--- config.mk ---
export PLATFORM = sky130hd
export DESIGN_NAME = rs232_tx_ctrl
export DESIGN_NICKNAME = d
export VERILOG_FILES = /design/src/rtl/rs232_pkg.sv /design/src/rtl/rs232_tx_ctrl.sv
export SDC_FILE = /design/constraint.sdc
export NUM_CORES = 1
export LEC_CHECK = 0
export ABC_AREA = 1
export ABC_CLOCK_PERIOD_IN_PS = 2500
export CAP_MARGIN = 0
export CORE_MARGIN = 2
export CORE_UTILIZATION = 30
export DETAILED_ROUTE_END_ITERATION = 6
export HOLD_SLACK_MARGIN = 0.03
export PLACE_DENSITY = 0.55
export SYNTH_ARGS = -nofsm -noshare
export SYNTH_HDL_FRONTEND = slang
export SYNTH_SLANG_ARGS = --single-unit
--- constraint.sdc ---
create_clock -name clk -period 2.5 [get_ports clk]
set_input_delay 0.625 -clock clk [delete_from_list [all_inputs] [get_ports clk]]
set_output_delay 0.625 -clock clk [all_outputs]
set_load 0.02 [all_outputs]
--- src/rtl/rs232_pkg.sv ---
// Shared definitions for the RS232 transmit path: controller state encoding
// and the default frame parameters used by the controller and its top level.
package rs232_pkg;

  typedef enum logic [2:0] {
    ST_IDLE   = 3'd0,
    ST_START  = 3'd1,
    ST_DATA   = 3'd2,
    ST_PARITY = 3'd3,
    ST_STOP   = 3'd4
  } tx_state_e;

  localparam int DEF_DATA_WIDTH = 8;
  localparam int DEF_PARITY_EN  = 0;
  localparam int DEF_PARITY_ODD = 0;
  localparam int DEF_STOP_BITS  = 1;

endpackage

--- src/rtl/rs232_tx_ctrl.sv ---
// RS232 transmit controller: frames a latched word as start, LSB-first data,
// optional parity and stop bits, paced by the rs232_clk_gen bit strobe.
module rs232_tx_ctrl
  import rs232_pkg::*;
#(
  parameter int DATA_WIDTH = DEF_DATA_WIDTH,
  parameter int PARITY_EN  = DEF_PARITY_EN,
  parameter int PARITY_ODD = DEF_PARITY_ODD,
  parameter int STOP_BITS  = DEF_STOP_BITS
) (
  input  logic                  clk,
  input  logic                  rst,
  input  logic [DATA_WIDTH-1:0] tx_data,
  input  logic                  tx_valid,
  output logic                  tx_ready,
  input  logic                  clk_rs232_en,
  output logic                  gen_clr,
  output logic                  tx,
  output logic                  tx_busy,
  output logic                  tx_done
);

  localparam int              CNT_W     = (DATA_WIDTH > 1) ? $clog2(DATA_WIDTH) : 1;
  localparam logic [CNT_W-1:0] LAST_BIT = CNT_W'(DATA_WIDTH - 1);
  localparam logic            STOP_LAST = (STOP_BITS > 1);

  tx_state_e             state;
  logic [DATA_WIDTH-1:0] shreg;
  logic [CNT_W-1:0]      bit_cnt;
  logic                  stop_cnt;
  logic                  parity_bit;
  logic                  bit_end;

  // The strobe landing on the generator-restart cycle belongs to the old
  // period, so it must not end the freshly started start bit.
  assign bit_end = clk_rs232_en & ~gen_clr;
  assign tx_busy = ~tx_ready;

  // NOTE: every register here uses <= so all next-state terms read the values
  // from before the edge; a blocking = would let later lines see updated state.
  always_ff @(posedge clk or negedge rst) begin
    if (!rst) begin
      // NOTE: the shift register is plain flops, not a memory, so it is cleared
      // with the rest of the datapath and never carries stale data out of reset.
      state      <= ST_IDLE;
      shreg      <= '0;
      bit_cnt    <= '0;
      stop_cnt   <= 1'b0;
      parity_bit <= 1'b0;
      tx         <= 1'b1;
      tx_ready   <= 1'b1;
      gen_clr    <= 1'b0;
      tx_done    <= 1'b0;
    end else begin
      gen_clr <= 1'b0;
      tx_done <= 1'b0;
      case (state)
        ST_IDLE: begin
          if (tx_valid) begin
            shreg      <= tx_data;
            parity_bit <= (^tx_data) ^ (PARITY_ODD != 0);
            bit_cnt    <= '0;
            stop_cnt   <= 1'b0;
            tx         <= 1'b0;
            gen_clr    <= 1'b1;
            tx_ready   <= 1'b0;
            state      <= ST_START;
          end
        end
        ST_START: begin
          if (bit_end) begin
            tx    <= shreg[0];
            shreg <= shreg >> 1;
            state <= ST_DATA;
          end
        end
        ST_DATA: begin
          if (bit_end) begin
            if (bit_cnt == LAST_BIT) begin
              if (PARITY_EN != 0) begin
                tx    <= parity_bit;
                state <= ST_PARITY;
              end else begin
                tx    <= 1'b1;
                state <= ST_STOP;
              end
            end else begin
              bit_cnt <= bit_cnt + 1'b1;
              tx      <= shreg[0];
              shreg   <= shreg >> 1;
            end
          end
        end
        ST_PARITY: begin
          if (bit_end) begin
            tx    <= 1'b1;
            state <= ST_STOP;
          end
        end
        ST_STOP: begin
          if (bit_end) begin
            if (stop_cnt == STOP_LAST) begin
              tx_ready <= 1'b1;
              tx_done  <= 1'b1;
              state    <= ST_IDLE;
            end else begin
              stop_cnt <= 1'b1;
            end
          end
        end
        default: begin
          tx       <= 1'b1;
          tx_ready <= 1'b1;
          state    <= ST_IDLE;
        end
      endcase
    end
  end

endmodule

==> run metrics, run 1 <==
PortBufs=16; CP max-delay cell=clkdlybuf4s50_1; most instantiated cells after synthesis=nand2_1, inv_1, dfrtp_1, nand3_1; Mapped Avg Cell Area=7.69 µm²; gr usage total=13.8%; Leak=about 0.78 nW; Final Routed Wirelength=approximately 2500 µm; met2 wire length=approximately 1300 µm; DIE AREA=between 0.004 and 0.005 mm²; Netlist Area Pre-Place=about 0.0011 mm²; hold_ws=about 0.49 ns; Crit path max-delay family=buffers and inverters; vias in the first global route=1037; Final min period=approximately 2 ns; final setup fails=0; drt drc=0; starting DRC count in detailed routing=39; first-pass GRT wire length=about 4500 µm; Die W=around 65 µm; drt via density=between 4 and 5; Final ANT Viol Nets=0; Max Cap Viol=0; Post-synth top flop=dfrtp_1; total gr overflow=0; post-synth net total=approximately 160; M1 WL=1030 µm; Yosys reg bits=18; htree depth=1; std cell rows=22; GP Congestion=just under 0.9; worst skew pair latency=between 0.2 and 0.3 ns; CP Capture Type=output pin; crit start category=register; max layer used=met4; worst min-delay path class=reg -> reg; # clock sinks=18; asr flop ratio synth=100%; layout cells sized above 1=about an eighth; Peak VDD IR=0.000395 V; hold buffers post-CTS=0; CP bufs+invs=1; critical path class=reg -> out; initial antenna violation count=0; Yosys top cell area share=a little over a third; PD cells=around 1200 mW/mm²; DR WL met3=~130 µm; Post-CTS Resized=0; status=finished, final reports clean; vias=between 900 and 1k; largest net degree at the start of global routing=19; top cells by area, synth=dfrtp_1, nand2_1, nand3_1, inv_1, o21bai_1; period utilization=about four fifths; fin. max-slew vios=0; total inserted antenna cells=0; DR WL/cell=roughly 12 µm; hold path start=tx_ready; Yosys top cell by area=dfrtp_1; largest stage delay on the critical path=0.60 ns; Area growth syn-to-layout=24.0%; max frequency=around 500 MHz; I/O pin count=17; Setup TNS Final=0 ns; CTS clock-pin slew for the worst setup and hold paths=0.07 ns; CP Launch Point=tx_ready; 1st-pass router iterations=4; synth warn=0; unrepaired setup endpoints after global routing=no; Critical Path RT=~1.9 ns; post-CTS setup buffers=0; dpl hpwl=between 1500 and 2000 µm; Final Hold Vio Count=0; Die Ht=~65 µm; critical-path maximum fanout=2; core box area=0.00363 mm²; r2r startpoint=bit_cnt[0]; most common cell in the netlist=nand2_1; Netlist cell types=22; Fillers=just under 400; CTS tree=built; nets@finish=between 150 and 200; CTS Root Cell=clkbuf_8; Clock Skews=between 0.0007 and 0.0008 ns; CP Cell Sequence=clkdlybuf4s50_1; clock buffer count from CTS=3; Worst slew margin=about four fifths; Initial Util=31.1%; synthesized instance count=~150; critical path arrival=1.38 ns; clock buffer depth=2; Worst Tran Pin Value=0.329 ns; register area share after synthesis=around 40%; number of flops mapped to enable cells by yosys=0
-- sequential cells by signal, indices dropped and copies added (netlist names) --
register  count
tx            1
state         3
bit_cnt       3
shreg         8
tx_done       1
gen_clr       1
tx_ready      1
-- kinds of logic after synthesis --
family,share of synthesized area (%)
buffers and inverters,7.97
and+or+nand+nor,39.6
DFF,40.1
AOI/OAI and AO/OA,8.97
adders and majority gates,3.32
-- layout make-up --
cell class / count / area, µm² / share of cell area, %
multi-input cells: 107 / 587 / 41.9
flip-flops and latches: 18 / 453 / 32.3
repair buffers: 17 / 168 / 12.0
inverters: 21 / 78.8 / 5.63
well taps: 48 / 60.1 / 4.29
clock buffers: 4 / 55.1 / 3.93
-- per-layer routing --
| layer | track usage (%) | up-vias |
|---|---|---|
| met1 | 15.1 | 462 |
| met2 | 25.5 | 27 |
| li1 | - | 504 |
| met5 | 0 | - |
| met3 | 3.77 | 4 |
| met4 | 4.69 | 0 |
-- per-stage QoR --
step,setup slack [ns],area [µm²],power [mW],instances,utilization [%]
after floorplan,1.15,1130,1.18,147,-
after global placement,0.585,1350,1.39,211,37.1
after detailed placement,0.557,1350,1.42,211,37.1
after CTS,0.476,1400,1.66,215,38.6
after global routing,0.451,1400,1.81,215,38.6
final,0.496,1400,1.64,215,38.6
-- worst paths after layout --
check,endpoint,slack (ns),cells past startpoint
max,tx_ready,0.50,1
min,tx_ready,0.49,2
max reg2reg,shreg[6],0.97,7
min reg2reg,tx_ready,0.49,2
max in group asynchronous,tx_ready,1.54,2
min in group asynchronous,state[1],0.70,2
-- power by group --
group,total (mW),leakage [nW],switching [mW],internal (mW)
sequential,0.497,0.228,0.0818,0.415
clock,0.239,0.0288,0.0990,0.140
combinational,0.905,0.525,0.578,0.327
-- placed cells by master (no fill, tap or decap), drive strengths merged --
| cell type | count |
|---|---|
| o21bai | 8 |
| nand4 | 1 |
| nand3 | 19 |
| dfstp | 2 |
| inv | 21 |
| nor2 | 11 |
| a21oi | 2 |
| clkbuf | 4 |
| dfrtp | 16 |
| clkdlybuf4s50 | 16 |
| ha | 3 |
| o21ai | 4 |
| o211ai | 1 |
| nor4 | 1 |
| buf | 1 |
| nand2 | 57 |
-- worst register-to-register path, stage by stage (launching register included) --
cell	delay [ns]
dfrtp_1	0.40
ha_1	0.23
ha_1	0.23
nand4_2	0.13
nand3_4	0.17
nor2_8	0.19
nand2_1	0.06
nand2_1	0.07
Note: power is estimated with default switching activity, not from simulation.
==> run 2, diff against run 1 <==
--- a/config.mk
+++ b/config.mk
@@ -6,7 +6,7 @@
 export NUM_CORES = 1
 export LEC_CHECK = 0
 export ABC_AREA = 1
-export ABC_CLOCK_PERIOD_IN_PS = 2500
+export ABC_CLOCK_PERIOD_IN_PS = 2100
 export CAP_MARGIN = 0
 export CORE_MARGIN = 2
 export CORE_UTILIZATION = 30
==> constraint.sdc (replaced) <==
create_clock -name clk -period 2.1 [get_ports clk]
set_input_delay 0.525 -clock clk [delete_from_list [all_inputs] [get_ports clk]]
set_output_delay 0.525 -clock clk [all_outputs]
set_load 0.02 [all_outputs]
==> run 2 against run 1 <==
Net effect:
- sequential cell count is the same
- wire length shrank 0.75%
- non-clock buffer count is the same
- clock-buffer cell count is the same
- highest routed layer unchanged
==> run metrics, run 2 (synthesized netlist as in run 1, its figures left out) <==
status=finished, final reports clean; Clock Skews=0.00213 ns (+0.00138 ns); RR Endpoint=shreg[6]; worst min-delay path class=reg -> reg; nets@finish=183 (unchanged); fin. max-slew vios=0 (unchanged); hold path cells=2 (unchanged); Final Hold Vio Count=0 (unchanged); Peak VDD IR=0.000519 V (+32%); most frequent cells in the layout=nand2_1, inv_1, nand3_1, dfrtp_1, clkdlybuf4s50_1; CP bufs+invs=1 (unchanged); Die Ht=65.4 µm (unchanged); R2R setup slack=0.59 ns (-0.38 ns); Critical Path RT=1.57 ns (-0.31 ns); CP Cell Sequence=clkdlybuf4s50_1; Post-CTS Resized=0 (unchanged); critical-path maximum fanout=2 (unchanged); 1st-pass router iterations=4 (unchanged); largest stage delay on the critical path=0.60 ns (about the same); hold buffers post-CTS=0 (unchanged); drt drc=0 (unchanged); Largest Register=shreg; vias in the first global route=976 (-5.9%); clock buffer depth=2 (unchanged); total gr overflow=0 (unchanged); DR WL/cell=11.6 µm (-0.75%); gr usage total=13.7% (-0.13 points); commonest non-fill, non-tap cell in the layout=nand2_1; drt via density=4.64 (+0.10%); htree depth=1 (unchanged); Leak=0.782 nW (unchanged); Crit path max-delay family=buffers and inverters; CTS clock-pin slew for the worst setup and hold paths=0.07 ns (about the same); Die W=65.4 µm (unchanged); Final ANT Viol Nets=0 (unchanged); Max Cap Viol=0 (unchanged); vias=998 (+0.10%); largest net degree at the start of global routing=19 (unchanged); unrepaired setup endpoints after global routing=no; starting DRC count in detailed routing=83 (+110%); initial antenna violation count=0 (unchanged); Design Power=1.95 mW (+19%); critical path arrival=1.38 ns (about the same); # clock sinks=18 (unchanged); PD cells=1390 mW/mm² (+19%); CP Capture Type=output pin; period utilization=approximately nine tenths; worst skew pair latency=0.25 ns (about the same); Worst Reg-to-Reg Cells=7 (unchanged); biggest regs=shreg: 8 flops, bit_cnt: 3 flops, state: 3 flops; I/O pin count=17 (unchanged); r2r startpoint=bit_cnt[0]; first-pass GRT wire length=4530 µm (unchanged); Worst Tran Pin Value=0.325 ns (-0.00356 ns); Worst slew margin=78.3% (+0.24 points); CTS Root Cell=clkbuf_8; final setup fails=0 (unchanged); clock buffer count from CTS=3 (unchanged); worst-case hold path end point=bit_cnt[1]; crit start category=register; PortBufs=16 (unchanged); Final min period=about 1.9 ns; max FFs per register=8 (unchanged); max frequency=524 MHz; Initial Util=31.1% (unchanged); CP max-delay cell=clkdlybuf4s50_1; GP Congestion=0.889 (-0.46%); dpl hpwl=1840 µm (-2.9%); core box area=0.00363 mm² (unchanged); layout cells sized above 1=12.6% (unchanged); std cell rows=22 (unchanged); critical path class=reg -> out; post-CTS setup buffers=0 (unchanged); Setup TNS Final=0 ns (unchanged); total inserted antenna cells=0 (unchanged); Area growth syn-to-layout=24.0% (unchanged); DIE AREA=0.00427 mm² (unchanged); Final Routed Wirelength=2500 µm (-0.75%); hold path start=bit_cnt[1]; CTS tree=built
[run 2: cell counts in the layout (fill, tap and decap cells not counted)]
Identical to the previous run, type by type.
[run 2: worst max-delay path by stage]
stage,startpoint,end,cells after the start
CTS,tx_ready,tx_ready,1
detailed placement,clk_rs232_en,shreg[1],7
finish,tx_ready,tx_ready,1
global placement,clk_rs232_en,shreg[4],7
floorplan,bit_cnt[0],shreg[0],6
global route,tx_ready,tx_ready,1
[run 2: routing by layer]
| layer | vias up | wire (µm) | part of all wire, % | global-route usage [%] |
|---|---|---|---|---|
| met1 | 459 | 1080 | 43 | 16.6 |
| met2 | 30 | 1250 | 50 | 24.1 |
| li1 | 505 | - | - | - |
| met3 | 4 | 141 | 5.6 | 3.60 |
| met4 | 0 | 31 | 1.2 | 3.13 |
| met5 | - | 0 | 0 | 0 |
[run 2: layout make-up]
type / instances / area, µm²
Fill cell: 397 / 2230
Multi-Input combinational cell: 107 / 587
Timing Repair Buffer: 17 / 168
Inverter: 21 / 78.8
Clock buffer: 4 / 55.1
Tap cell: 48 / 60.1
Sequential cell: 18 / 453
[run 2: power by group]
group	internal (mW)	switching [mW]	total, mW
sequential	0.494	0.0931	0.587
clock	0.167	0.123	0.290
combinational	0.389	0.682	1.07
total	1.05	0.899	1.95
[run 2: metrics by stage]
| step | util (%) | instances | cell area [µm²] | hold WS (ns) | worst slack, ns |
|---|---|---|---|---|---|
| 4_1_cts | 38.6 | 215 | 1400 | 0.493 | 0.178 |
| 6_report | 38.6 | 215 | 1400 | 0.488 | 0.192 |
| 3_3_place_gp | 37.1 | 211 | 1350 | 0.469 | 0.290 |
| 5_1_grt | 38.6 | 215 | 1400 | 0.530 | 0.140 |
| 3_5_place_dp | 37.1 | 211 | 1350 | 0.482 | 0.261 |
| 2_1_floorplan | - | 147 | 1130 | 0.229 | 0.750 |
==> variant, RTL diff (config.mk and constraints of run 2) <==
Change the package constant `DEF_DATA_WIDTH` from 8 to 4.
--- a/src/rtl/rs232_pkg.sv
+++ b/src/rtl/rs232_pkg.sv
@@ -10,7 +10,7 @@
     ST_STOP   = 3'd4
   } tx_state_e;
 
-  localparam int DEF_DATA_WIDTH = 8;
+  localparam int DEF_DATA_WIDTH = 4;
   localparam int DEF_PARITY_EN  = 0;
   localparam int DEF_PARITY_ODD = 0;
   localparam int DEF_STOP_BITS  = 1;
Interface: changed (resized tx_data); port bits go from 17 to 13. No check against the original RTL was run, so the function may have changed too.
==> variant against run 2 <==
  * Wire length shrank 36%
  * Area after synthesis decreased by 31%
  * Total power decreased by 26%
  * Non-clock buffer count fell by 5
  * Combinational power down 23%
  * Setup slack worse by 19 ps
  * Final area down 32%
  * Sequential cell count down 5
  * Critical path type unchanged
  * Highest routed layer unchanged
==> variant: results (changes against run 2) <==
async set-or-reset flop fraction in the synthesized netlist 100% (unchanged); largest net degree at the start of global routing 14 (-5); global-route wire length before repair 3000 um (-34%); Syn Nets 112 (-31%); mean cell area of the mapped netlist 7.53 um^2 (-2.0%); Static Leak 0.513 nW (-34%); fraction of the mapped netlist area in compound gates 3.87% (-5.1 points); proportion of layout cells with a drive suffix above 1 18.5% (+5.9 points); count of cells resized by post-cts repair 0 (unchanged); share of synthesized cell area in full adder, half adder and majority cells 1.61% (-1.7 points); number of placed instances, taps included 145 (-31%); number of nets in the layout 129 (-30%); peak fanout along the critical path 2 (unchanged); distinct cell type count after synthesis 18 (-18%); clock insertion delay at the later pin of the skew report 280 ps (+30 ps); Iter 0 DRT Violations 16 (-81%); status completed; worst slew pin tran 601 ps (+276 ps); fraction of synthesized cell area in xor and xnor cells 0% (unchanged); number of buffers created by CTS 3 (unchanged); Post CTS Setup Buffer Count 0 (unchanged); number of buffers inserted by port buffering 12 (-4); maximum single-stage delay on the critical path 590 ps; clock root buffer master sky130_fd_sc_hd__clkbuf_4; H-tree Lvls 1 (unchanged); ranking of synthesized cells by instance count 36 x sky130_fd_sc_hd__nand2_1, 12 x sky130_fd_sc_hd__nand3_1, 11 x sky130_fd_sc_hd__dfrtp_1; DP Area 933 um^2 (-31%); initial antenna violation count 0 (unchanged); filler instances 267 (-33%); maximum VDD drop 576 uV (+11%); cells taking the most area after synthesis sky130_fd_sc_hd__dfrtp_1 35%, sky130_fd_sc_hd__nand2_1 17%, sky130_fd_sc_hd__nand3_1 7.7%; Clock Pin Slew Worst Setup and Hold Paths 80 ps; HPWL reported at the end of detailed placement 1270 um (-31%); path class of the lowest-slack min-delay path reg2reg; largest family of logic cells by synthesized area simple AND/OR/NAND/NOR gates; yosys warns 0 (unchanged); WL/cell 10.7 um (-8.3%); critical path arrival 1400 ps (+20 ps); Antenna Diode Count 0 (unchanged); Slowest cell on crit path sky130_fd_sc_hd__clkdlybuf4s50_1; largest registers shreg (4), state (3), bit_cnt (2); Final Wtd Congestion 0.767 (-14%); maximum root-to-sink buffer count 2 (unchanged); fraction of the yosys area taken by sequential cells 42.3% (+2.2 points); final wirelength 1590 um (-36%); number of iterations in the first detailed-routing pass 4 (unchanged); delay-heaviest family, CP buffers and inverters; clk_skew 0.817 ps (-1.31 ps); gr usage total 14.2% (+0.53 points); number of vias after detailed routing 683 (-32%); mux share of post-synthesis cell area 0% (unchanged)
variant: area by class of cell:
class,count,share of cell area [%]
Sequential cell,13,34.2
Clock buffer,4,2.74
Tap cell,30,3.91
Timing Repair Buffer,12,12.5
Inverter,14,5.48
Multi-Input combinational cell,76,41.2
variant: final timing paths:
path	startpoint	endpoint	slack (ps)	cells past startpoint
setup reg to reg	bit_cnt[0]$_DFFE_PN0P_	shreg[3]$_DFFE_PN0P_	670	7
max in group asynchronous	rst	shreg[0]$_DFFE_PN0P_	1090	1
min in group asynchronous	rst	state[1]$_DFFE_PN0P_	620	1
setup / recovery	tx_ready$_DFFE_PN1P_	tx_ready	170	1
hold / removal	shreg[0]$_DFFE_PN0P_	shreg[0]$_DFFE_PN0P_	480	2
hold reg to reg	shreg[0]$_DFFE_PN0P_	shreg[0]$_DFFE_PN0P_	480	2
variant: per-stage QoR:
| step | setup WS (ps) | hold slack, ps | utilization, % |
|---|---|---|---|
| global route | 115 | 534 | 39.1 |
| floorplan | 799 | 229 | - |
| global placement | 344 | 460 | 38.0 |
| detailed placement | 309 | 465 | 38.0 |
| CTS | 156 | 486 | 39.1 |
| finish | 174 | 483 | 39.1 |
variant: layer usage:
metal	vias to the layer above	GRT usage [%]	share of wire, %
li1	358	-	-
met4	0	7.50	2.5
met2	8	23.2	48
met1	312	17.6	48
met5	-	0	0
met3	5	2.46	1.9
variant: where the power goes:
part           switching (mW)  internal, mW  leakage [nW]
logic                   0.523         0.299         0.334
registers              0.0899         0.362         0.164
clock network          0.0843        0.0737        0.0150
total                   0.698         0.735         0.513
